File: src/rtl/dmem_arbiter.sv
// ---------------------------------------------------------------------------
// dmem_arbiter
//
// Shares one single-port data BRAM (2K x 16 by default) between three
// requesters:
//   * CPU mem/wb stage   - no stall path, so it always owns the BRAM on any
//                          cycle where it issues a load or a store.
//   * accelerator port   - req/gnt handshake, reads or writes.
//   * CCD/IPU capture    - req/gnt handshake, writes only.
// The accelerator and CCD ports share the cycles the CPU leaves idle using a
// 1-bit round-robin pointer. A saturating wait counter watches the CCD port
// and raises a sticky overrun flag when pixels are being held off too long.
//
// Handshake (acc and ccd ports): the requester raises req together with a
// stable address/data and keeps all of them stable until it sees gnt high
// in the same cycle. The access happens in the cycle gnt is high (grant
// logic is combinational, so there is zero grant latency). Dropping req
// before gnt cancels the request with no side effects. A requester may
// keep req high after a grant to issue back-to-back accesses.
//
// Ports:
//   clk, rst_n                     clock, asynchronous active-low reset
//   cpu_ren/cpu_wren/cpu_addr/
//   cpu_wdata/cpu_rdata            CPU port; rdata is raw BRAM output
//   acc_req/acc_we/acc_addr/
//   acc_wdata/acc_gnt/acc_rvalid/
//   acc_rdata                      accelerator req/gnt port + read return
//   ccd_req/ccd_addr/ccd_wdata/
//   ccd_gnt                        CCD pixel write req/gnt port
//   ccd_overrun, overrun_clr       sticky starvation flag and its clear
//   bram_en/bram_we/bram_addr/
//   bram_wdata/bram_rdata          BRAM interface (1-cycle read latency)
// ---------------------------------------------------------------------------
module dmem_arbiter #(
    parameter int ADDR_W       = 11,
    parameter int DATA_W       = 16,
    parameter int CCD_MAX_WAIT = 8,
    parameter int WAIT_W       = 8
) (
    input  logic              clk,
    input  logic              rst_n,

    // CPU port
    input  logic              cpu_ren,
    input  logic              cpu_wren,
    input  logic [ADDR_W-1:0] cpu_addr,
    input  logic [DATA_W-1:0] cpu_wdata,
    output logic [DATA_W-1:0] cpu_rdata,

    // Accelerator port
    input  logic              acc_req,
    input  logic              acc_we,
    input  logic [ADDR_W-1:0] acc_addr,
    input  logic [DATA_W-1:0] acc_wdata,
    output logic              acc_gnt,
    output logic              acc_rvalid,
    output logic [DATA_W-1:0] acc_rdata,

    // CCD pixel-capture port
    input  logic              ccd_req,
    input  logic [ADDR_W-1:0] ccd_addr,
    input  logic [DATA_W-1:0] ccd_wdata,
    output logic              ccd_gnt,
    output logic              ccd_overrun,
    input  logic              overrun_clr,

    // BRAM port
    output logic              bram_en,
    output logic              bram_we,
    output logic [ADDR_W-1:0] bram_addr,
    output logic [DATA_W-1:0] bram_wdata,
    input  logic [DATA_W-1:0] bram_rdata
);

    // Round-robin pointer: which secondary port won the most recent grant.
    typedef enum logic {
        LW_ACC = 1'b0,
        LW_CCD = 1'b1
    } winner_e;

    // The overrun flag fires on the increment that lands exactly on
    // CCD_MAX_WAIT, i.e. when the counter currently holds CCD_MAX_WAIT-1.
    localparam logic [WAIT_W-1:0] WAIT_PRE_MAX = WAIT_W'(CCD_MAX_WAIT - 1);
    localparam logic [WAIT_W-1:0] WAIT_SAT     = {WAIT_W{1'b1}};

    // -----------------------------------------------------------------------
    // State
    // -----------------------------------------------------------------------
    winner_e           last_winner_q, last_winner_d;
    logic              acc_rvalid_q,  acc_rvalid_d;
    logic [WAIT_W-1:0] wait_cnt_q,    wait_cnt_d;
    logic              ccd_overrun_q, ccd_overrun_d;

    // -----------------------------------------------------------------------
    // Grant decision
    // -----------------------------------------------------------------------
    logic cpu_sel;
    logic acc_sel;
    logic ccd_sel;

    always_comb begin
        cpu_sel = cpu_ren | cpu_wren;
        acc_sel = 1'b0;
        ccd_sel = 1'b0;
        if (!cpu_sel) begin
            if (acc_req && ccd_req) begin
                // Contention: hand the slot to whoever did not win last.
                if (last_winner_q == LW_CCD) begin
                    acc_sel = 1'b1;
                end else begin
                    ccd_sel = 1'b1;
                end
            end else begin
                acc_sel = acc_req;
                ccd_sel = ccd_req;
            end
        end
    end

    assign acc_gnt = acc_sel;
    assign ccd_gnt = ccd_sel;

    // -----------------------------------------------------------------------
    // BRAM request mux; an idle cycle drives all-zero so nothing stray
    // reaches the BRAM pins.
    // -----------------------------------------------------------------------
    always_comb begin
        bram_en    = 1'b0;
        bram_we    = 1'b0;
        bram_addr  = '0;
        bram_wdata = '0;
        if (cpu_sel) begin
            // A simultaneous load+store is treated as a store.
            bram_en    = 1'b1;
            bram_we    = cpu_wren;
            bram_addr  = cpu_addr;
            bram_wdata = cpu_wdata;
        end else if (acc_sel) begin
            bram_en    = 1'b1;
            bram_we    = acc_we;
            bram_addr  = acc_addr;
            bram_wdata = acc_wdata;
        end else if (ccd_sel) begin
            bram_en    = 1'b1;
            bram_we    = 1'b1;
            bram_addr  = ccd_addr;
            bram_wdata = ccd_wdata;
        end
    end

    // -----------------------------------------------------------------------
    // Read return paths
    // -----------------------------------------------------------------------
    // The CPU tracks its own load latency, so it sees the raw BRAM output.
    assign cpu_rdata = bram_rdata;

    // acc_rdata is zero outside a valid beat so stale BRAM data never leaks
    // into the accelerator datapath.
    assign acc_rvalid = acc_rvalid_q;
    assign acc_rdata  = acc_rvalid_q ? bram_rdata : '0;

    // -----------------------------------------------------------------------
    // Next-state logic
    // -----------------------------------------------------------------------
    logic ccd_denied;
    logic overrun_set;

    always_comb begin
        // Pointer only moves when a secondary port actually gets the slot,
        // so cancelled or CPU-blocked requests leave it untouched.
        last_winner_d = last_winner_q;
        if (acc_sel) begin
            last_winner_d = LW_ACC;
        end else if (ccd_sel) begin
            last_winner_d = LW_CCD;
        end

        acc_rvalid_d = acc_sel & ~acc_we;

        // Starvation counter: runs only while the CCD is waiting.
        ccd_denied  = ccd_req & ~ccd_sel;
        overrun_set = 1'b0;
        wait_cnt_d  = '0;
        if (ccd_denied) begin
            if (wait_cnt_q != WAIT_SAT) begin
                wait_cnt_d = wait_cnt_q + 1'b1;
            end else begin
                wait_cnt_d = wait_cnt_q;
            end
            overrun_set = (wait_cnt_q == WAIT_PRE_MAX);
        end

        // Set beats clear so a new overrun is never lost to a racing clear.
        ccd_overrun_d = ccd_overrun_q;
        if (overrun_set) begin
            ccd_overrun_d = 1'b1;
        end else if (overrun_clr) begin
            ccd_overrun_d = 1'b0;
        end
    end

    assign ccd_overrun = ccd_overrun_q;

    // -----------------------------------------------------------------------
    // Registers. Reset points the round-robin at CCD so the accelerator is
    // favoured on the first contended cycle; any read return in flight is
    // dropped.
    // -----------------------------------------------------------------------
    always_ff @(posedge clk or negedge rst_n) begin
        if (!rst_n) begin
            last_winner_q <= LW_CCD;
            acc_rvalid_q  <= 1'b0;
            wait_cnt_q    <= '0;
            ccd_overrun_q <= 1'b0;
        end else begin
            last_winner_q <= last_winner_d;
            acc_rvalid_q  <= acc_rvalid_d;
            wait_cnt_q    <= wait_cnt_d;
            ccd_overrun_q <= ccd_overrun_d;
        end
    end

endmodule

File: config.mk
export PLATFORM = sky130hd
export DESIGN_NAME = dmem_arbiter
export DESIGN_NICKNAME = d
export VERILOG_FILES = /design/src/rtl/dmem_arbiter.sv
export SDC_FILE = /design/constraint.sdc
export NUM_CORES = 1
export LEC_CHECK = 0
export CAP_MARGIN = 20
export CELL_PAD_IN_SITES_DETAIL_PLACEMENT = 2
export CELL_PAD_IN_SITES_GLOBAL_PLACEMENT = 2
export CORE_UTILIZATION = 12
export CTS_BUF_LIST = sky130_fd_sc_hd__clkbuf_8
export DETAILED_ROUTE_END_ITERATION = 8
export GPL_TIMING_DRIVEN = 0
export PLACE_DENSITY_LB_ADDON = 0.1
export SYNTH_ARGS = -nofsm -noshare
export SYNTH_HDL_FRONTEND = slang
export SYNTH_SLANG_ARGS = --single-unit
File: constraint.sdc
create_clock -name clk -period 1.7 [get_ports clk]
set_input_delay 0.17 -clock clk [delete_from_list [all_inputs] [get_ports clk]]
set_output_delay 0.17 -clock clk [all_outputs]
set_load 0.01 [all_outputs]
==> impl_metrics.env, run 1 <==
export IMPL_outcome="finished with violations"
export IMPL_violations="DRC, setup timing"
export IMPL_p_comb_share_pct=61.6
export IMPL_synthTopCellsByCount="33 x a21oi_1, 31 x nor2_1, 27 x a32oi_1"
export IMPL_clockBufferDepth=2
export IMPL_synthCells=197
export IMPL_utilization_pct=30.3
export IMPL_worstSkewPairLatency_ns=0.24
export IMPL_yosys_area_top_type="dfrtp_1"
export IMPL_io_buffers=168
export IMPL_endpoint_kind="output port"
export IMPL_p_leak_nw=1.47
export IMPL_swShare_pct=32.3
export IMPL_finalHoldViolations=0
export IMPL_grt_pass1_vias=2506
export IMPL_drive_gt1_share_pct=24.7
export IMPL_post_drt_via_cell_ratio=4.37
export IMPL_rsz0062_at_grt="yes"
export IMPL_slew_headroom_pct=63.5
export IMPL_antenna_cells=0
export IMPL_post_route_period_util_pct=102
export IMPL_worstSetupStartpointType="flip-flop"
export IMPL_hp_class="in -> reg"
export IMPL_area_growth_pct=144
export IMPL_tightest_slew_ns=0.545
export IMPL_die_area_sq_um=12400
export IMPL_critPathKind="reg -> out"
export IMPL_routed_wl_mm=8.45
export IMPL_crit_path_max_fanout=7
export IMPL_worstPathArrival_ns=1.57
export IMPL_fin_cells=524
export IMPL_powerDensity_nw_per_um2=409
export IMPL_drt_pre_antenna_iters=6
export IMPL_drt_iter0_markers=72
export IMPL_die_w_um=111
export IMPL_antenna_found_initial=0
export IMPL_dpl_hpwl_mm=6.65
export IMPL_cap_violations=0
export IMPL_total_power_w=0.00143
export IMPL_fmax_mhz=575
export IMPL_grtUsageTotal_pct=13.3
export IMPL_multi_input_area_sq_um=993
export IMPL_initial_core_util_pct=12.4
export IMPL_coreArea_sq_um=11500
export IMPL_yosysMostFrequentCell="a21oi_1"
export IMPL_ys_seq_area_share_pct=19.3
export IMPL_clock_sinks=11
export IMPL_hold_buffers=0
export IMPL_cp_data_required_time_ns=1.53
export IMPL_drtAntennaViolNets=0
export IMPL_root_buffer="clkbuf_8"
export IMPL_vias=2292
export IMPL_die_h_um=111
export IMPL_path_clk_slew_ns=0.05
export IMPL_cts_tree="yes"
export IMPL_p_seq_share_pct=20.4
export IMPL_switching_power_w=0.000461
export IMPL_worstSetupStartpoint="last_winner_q"
export IMPL_dp_cells=508
export IMPL_ys_top_cells_by_area="dfrtp_1 17%, a32oi_1 17%, a21oi_1 12%, buf_4 11%, nor2_1 8.1%"
export IMPL_worst_r2r_startpoint="last_winner_q"
export IMPL_clkPwrFrac_pct=18.0
export IMPL_nNetsFinal=488
export IMPL_skew_ns=0.00400
export IMPL_gp_congestion=0.694
export IMPL_synth_edf_count=0
export IMPL_fillers=1345
export IMPL_synth_async_reset_ratio_pct=100
export IMPL_setup_viol_count_final=23
export IMPL_netlist_area_leader_share_pct=17.5
export IMPL_rows=39
export IMPL_worst_slack_ns=-0.0376
export IMPL_yosys_warnings=0
export IMPL_drc=28
export IMPL_cts_made_buffers=3
export IMPL_htree_num_levels=1
export IMPL_wl_per_cell_um=16.1
export IMPL_drv_slew=0
export IMPL_period_minus_slack_ns=1.74
export IMPL_pin_count=170
export IMPL_grt_max_degree=12
export IMPL_synth_avg_cell_area_sq_um=7.26
export IMPL_overflow=0
export IMPL_hold_start="ccd_req"
export IMPL_synth_area_sq_um=1430
export IMPL_p_int_w=0.000966
export IMPL_seq_area_sq_um=278
export IMPL_peakVddDrop_mv=0.137
export IMPL_ys_ff_latch=11
export IMPL_synth_main_ff_cell="dfrtp_1"
export IMPL_ys_types=35
export IMPL_syn_num_nets=303
export IMPL_grt_pass1_wl_mm=13.1
==> final timing paths <==
kind,depth (start not counted),end,slack [ns]
setup / recovery,6,bram_wdata[11],-0.04
hold / removal,3,wait_cnt_q[5],0.26
setup reg to reg,4,ccd_overrun,0.12
hold reg to reg,2,ccd_overrun,0.49
max in group asynchronous,1,acc_rvalid,1.01
min in group asynchronous,1,wait_cnt_q[6],0.29
==> per-layer routing <==
layer,GRT usage [%],wire (um),vias up
li1,-,-,1084
met1,15.8,3470,1076
met2,23.3,3970,130
met3,4.48,972,2
met4,2.43,34,0
met5,0,0,-
==> placed cells by master, fill, tap and decap left out, types with 2 or more instances in the layout <==
cell type        synthesis  layout
buf_6                    2       3
buf_12                   0       5
a21boi_1                 2       2
dlymetal6s2s_1           0       4
inv_1                    1       2
a21oi_1                 33      32
dfrtp_1                 10       9
buf_4                   21      28
nor3_1                   6       6
buf_2                    6      32
nand2_1                  4       4
buf_8                    0       3
and2_1                  18      18
dlygate4sd2_1            0       4
clkbuf_8                 0       4
a32oi_2                  0       7
clkdlybuf4s50_1          0     130
and3_1                   2       2
nand3b_1                 2       2
a32oi_1                 27      20
nor2_1                  31      30
nand3_1                  6       6
mux2i_1                  2       2
clkbuf_2                 0       3
==> state kept, by name, indices dropped and copies added (netlist names) <==
register	count
last_winner_q	1
ccd_overrun	1
acc_rvalid	1
wait_cnt_q	8
==> power groups by stage <==
stage	logic [W]	clock network, W	registers (W)
floorplan	0.000287	0	0.000293
global placement	0.000785	0	0.000298
detailed placement	0.000790	0	0.000298
CTS	0.000901	0.000275	0.000290
global route	0.000949	0.000289	0.000292
finish	0.000879	0.000257	0.000291
==> stage by stage <==
stage | area, sq um | hold slack (ns) | setup slack, ns | setup TNS [ns]
floorplan | 1430 | -0.126 | 0.246 | 0
global placement | 3290 | 0.482 | -0.751 | -20.38
detailed placement | 3290 | 0.485 | -0.750 | -20.44
CTS | 3460 | 0.253 | -0.128 | -1.26
global route | 3490 | 0.267 | -0.120 | -2.53
finish | 3490 | 0.261 | -0.0376 | -0.320
==> final cells by class <==
type	count	share of cell area, %
Tap cell	143	5.13
Multi-Input combinational cell	151	28.5
Clock buffer	3	1.18
Clock inverter	1	0.108
Timing Repair Buffer	180	48.6
Buffer	34	8.46
Sequential cell	11	7.96
Inverter	1	0.108
==> repair_timing <==
| item | in CTS | in global routing |
|---|---|---|
| gates cloned | 2 | 0 |
| setup endpoints to repair | 41 | 38 |
| setup buffers | 11 | 0 |
| pin swaps | 39 | 5 |
| gates resized for setup | 154 | 11 |
| endpoints found under the hold margin | 0 | 0 |
==> critical path, cell delays in order, from the launching register on <==
cell	delay [ns]
dfstp_2	0.54
nand2b_4	0.13
buf_12	0.14
buf_8	0.12
a32oi_1	0.10
a21oi_1	0.15
buf_2	0.15
==> logic make-up (layout without fill, tap and decap cells) <==
family | Yosys count | count (layout) | share of synthesized area, %
simple gates | 78 | 78 | 28.0
compound gates | 70 | 70 | 34.1
buf+inv | 35 | 219 | 16.3
flops | 11 | 11 | 19.3
mux | 2 | 2 | 1.40
fa+ha+maj | 1 | 1 | 0.875
Power figures use the tool's default switching activity.
==> run 2, diff against run 1 <==
- RECOVER_POWER: default -> 25
==> run 2 against run 1 <==
Against the previous run: the run still ends with DRC, setup timing left; flip-flop and latch count unchanged; power about the same; fmax unchanged; count of clock-buffer cells in the layout unchanged; largest power group unchanged; clock power about the same; wire length about the same.
==> impl_metrics.env, run 2 (synthesized netlist as in run 1, its figures left out) <==
export IMPL_post_drt_via_cell_ratio=4.37
export IMPL_grt_pass1_wl_mm=13.1
export IMPL_crit_path_max_fanout=7
export IMPL_violations="DRC, setup timing"
export IMPL_area_growth_pct=144
export IMPL_cp_data_required_time_ns=1.53
export IMPL_rsz0062_at_grt="yes"
export IMPL_hold_buffers=0
export IMPL_finalHoldViolations=0
export IMPL_drive_gt1_share_pct=24.7
export IMPL_holdWs_ns=0.261
export IMPL_overflow=0
export IMPL_mostFrequentLayoutCells="129 x clkdlybuf4s50_1, 32 x a21oi_1, 32 x buf_2, 30 x nor2_1, 28 x buf_4"
export IMPL_slowest_delay_ns=0.54
export IMPL_worstSetupStartpointType="flip-flop"
export IMPL_met3_wirelength_um=972
export IMPL_grtUsageTotal_pct=13.3
export IMPL_fmax_mhz=575
export IMPL_critPathKind="reg -> out"
export IMPL_worstSkewPairLatency_ns=0.24
export IMPL_fillers=1345
export IMPL_final_common_cell="clkdlybuf4s50_1"
export IMPL_rows=39
export IMPL_drv_slew=0
export IMPL_drt_pre_antenna_iters=6
export IMPL_die_w_um=111
export IMPL_path_clk_slew_ns=0.05
export IMPL_endpoint_kind="output port"
export IMPL_vias=2292
export IMPL_post_route_period_util_pct=102
export IMPL_clockBufferDepth=2
export IMPL_grt_max_degree=12
export IMPL_worst_slack_ns=-0.0376
export IMPL_worstPathArrival_ns=1.57
export IMPL_drtAntennaViolNets=0
export IMPL_htree_num_levels=1
export IMPL_wl_per_cell_um=16.1
export IMPL_topRoutingLayerUsed="met4"
export IMPL_hp_class="in -> reg"
export IMPL_cts_tree="yes"
export IMPL_cap_violations=0
export IMPL_root_buffer="clkbuf_8"
export IMPL_slew_headroom_pct=63.2
export IMPL_routed_wl_mm=8.45
export IMPL_peakVddDrop_mv=0.137
export IMPL_crit_slowest_cell="dfstp_2"
export IMPL_dpl_hpwl_mm=6.65
export IMPL_wl_met2_mm=3.97
export IMPL_antenna_cells=0
export IMPL_grt_pass1_vias=2506
export IMPL_antenna_found_initial=0
export IMPL_drt_iter0_markers=72
export IMPL_clock_sinks=11
export IMPL_path_cells="nand2b_4 -> buf_12 -> buf_8 -> a32oi_1 -> a21oi_1 -> buf_2"
export IMPL_drc=28
export IMPL_p_leak_nw=1.47
export IMPL_initial_core_util_pct=12.4
export IMPL_io_buffers=168
export IMPL_total_power_w=0.00143
export IMPL_die_area_sq_um=12400
export IMPL_tightest_slew_ns=0.551
export IMPL_coreArea_sq_um=11500
export IMPL_gp_congestion=0.694
export IMPL_preCtsSetupSlack_ns=-0.750
export IMPL_setup_viol_count_final=23
export IMPL_nNetsFinal=488
export IMPL_skew_ns=0.00400
export IMPL_utilization_pct=30.3
export IMPL_powerDensity_nw_per_um2=408
export IMPL_pin_count=170
export IMPL_wl_met1_mm=3.47
export IMPL_cts_made_buffers=3
export IMPL_outcome="finished with violations"
export IMPL_largest_register="wait_cnt_q"
export IMPL_largest_register_ff_count=8
export IMPL_period_minus_slack_ns=1.74
export IMPL_die_h_um=111
==> run 2: changes by cell type in the layout (fill, tap and decap cells not counted), sizes merged <==
cell	change
dlygate4sd3	+1
clkdlybuf4s50	-1
==> run 2: layer usage <==
| metal | vias to the layer above | GRT usage [%] |
|---|---|---|
| li1 | 1084 | - |
| met1 | 1076 | 15.8 |
| met2 | 130 | 23.3 |
| met3 | 2 | 4.48 |
| met4 | 0 | 2.43 |
| met5 | - | 0 |
==> run 2: power by group <==
| group | switching [W] | internal (W) |
|---|---|---|
| Combinational | 0.000350 | 0.000528 |
| Sequential | 0.0000119 | 0.000279 |
| Clock | 0.0000982 | 0.000159 |
| Total | 0.000461 | 0.000965 |
==> run 2: path summary, 6_finish.rpt <==
path	startpoint	to	slack, ns	cells past startpoint
min reg2reg	ccd_overrun	ccd_overrun	0.49	2
min in group asynchronous	rst_n	wait_cnt_q[6]	0.36	1
min	ccd_req	wait_cnt_q[5]	0.26	3
max reg2reg	last_winner_q	ccd_overrun	0.12	4
max	last_winner_q	bram_wdata[11]	-0.04	6
max in group asynchronous	rst_n	acc_rvalid	0.94	1
==> run 2: metrics by stage <==
step           TNS [ns]  area [sq um]  std cells
2_1_floorplan         0          1430        197
6_report         -0.320          3490        524
3_3_place_gp     -20.38          3290        508
5_1_grt           -2.53          3490        524
3_5_place_dp     -20.44          3290        508
4_1_cts           -1.26          3460        525
==> run 2: final cells by class <==
| cell class | count | area (sq um) | area share [%] |
|---|---|---|---|
| multi-input cells | 151 | 993 | 28.5 |
| clock buffers | 3 | 41.3 | 1.18 |
| flip-flops and latches | 11 | 278 | 7.96 |
| plain buffers | 34 | 295 | 8.46 |
| well taps | 143 | 179 | 5.13 |
| clock inverters | 1 | 3.75 | 0.108 |
| repair buffers | 180 | 1700 | 48.6 |
| inverters | 1 | 3.75 | 0.108 |
==> run 2: timing repair <==
action / 4_1_cts / 5_1_grt
setup buffers: 11 / 0
setup endpoints to repair: 41 / 38
gates resized for setup: 154 / 11
gates cloned: 2 / 0
pin swaps: 39 / 5
==> run 2: worst max-delay path, delay by kind of cell (launching register included) <==
kind / cells / cell delay (ns)
flip-flops: 1 / 0.54
buffers and inverters: 3 / 0.41
AO/OA/AOI/OAI: 2 / 0.25
AND/OR/NAND/NOR: 1 / 0.13
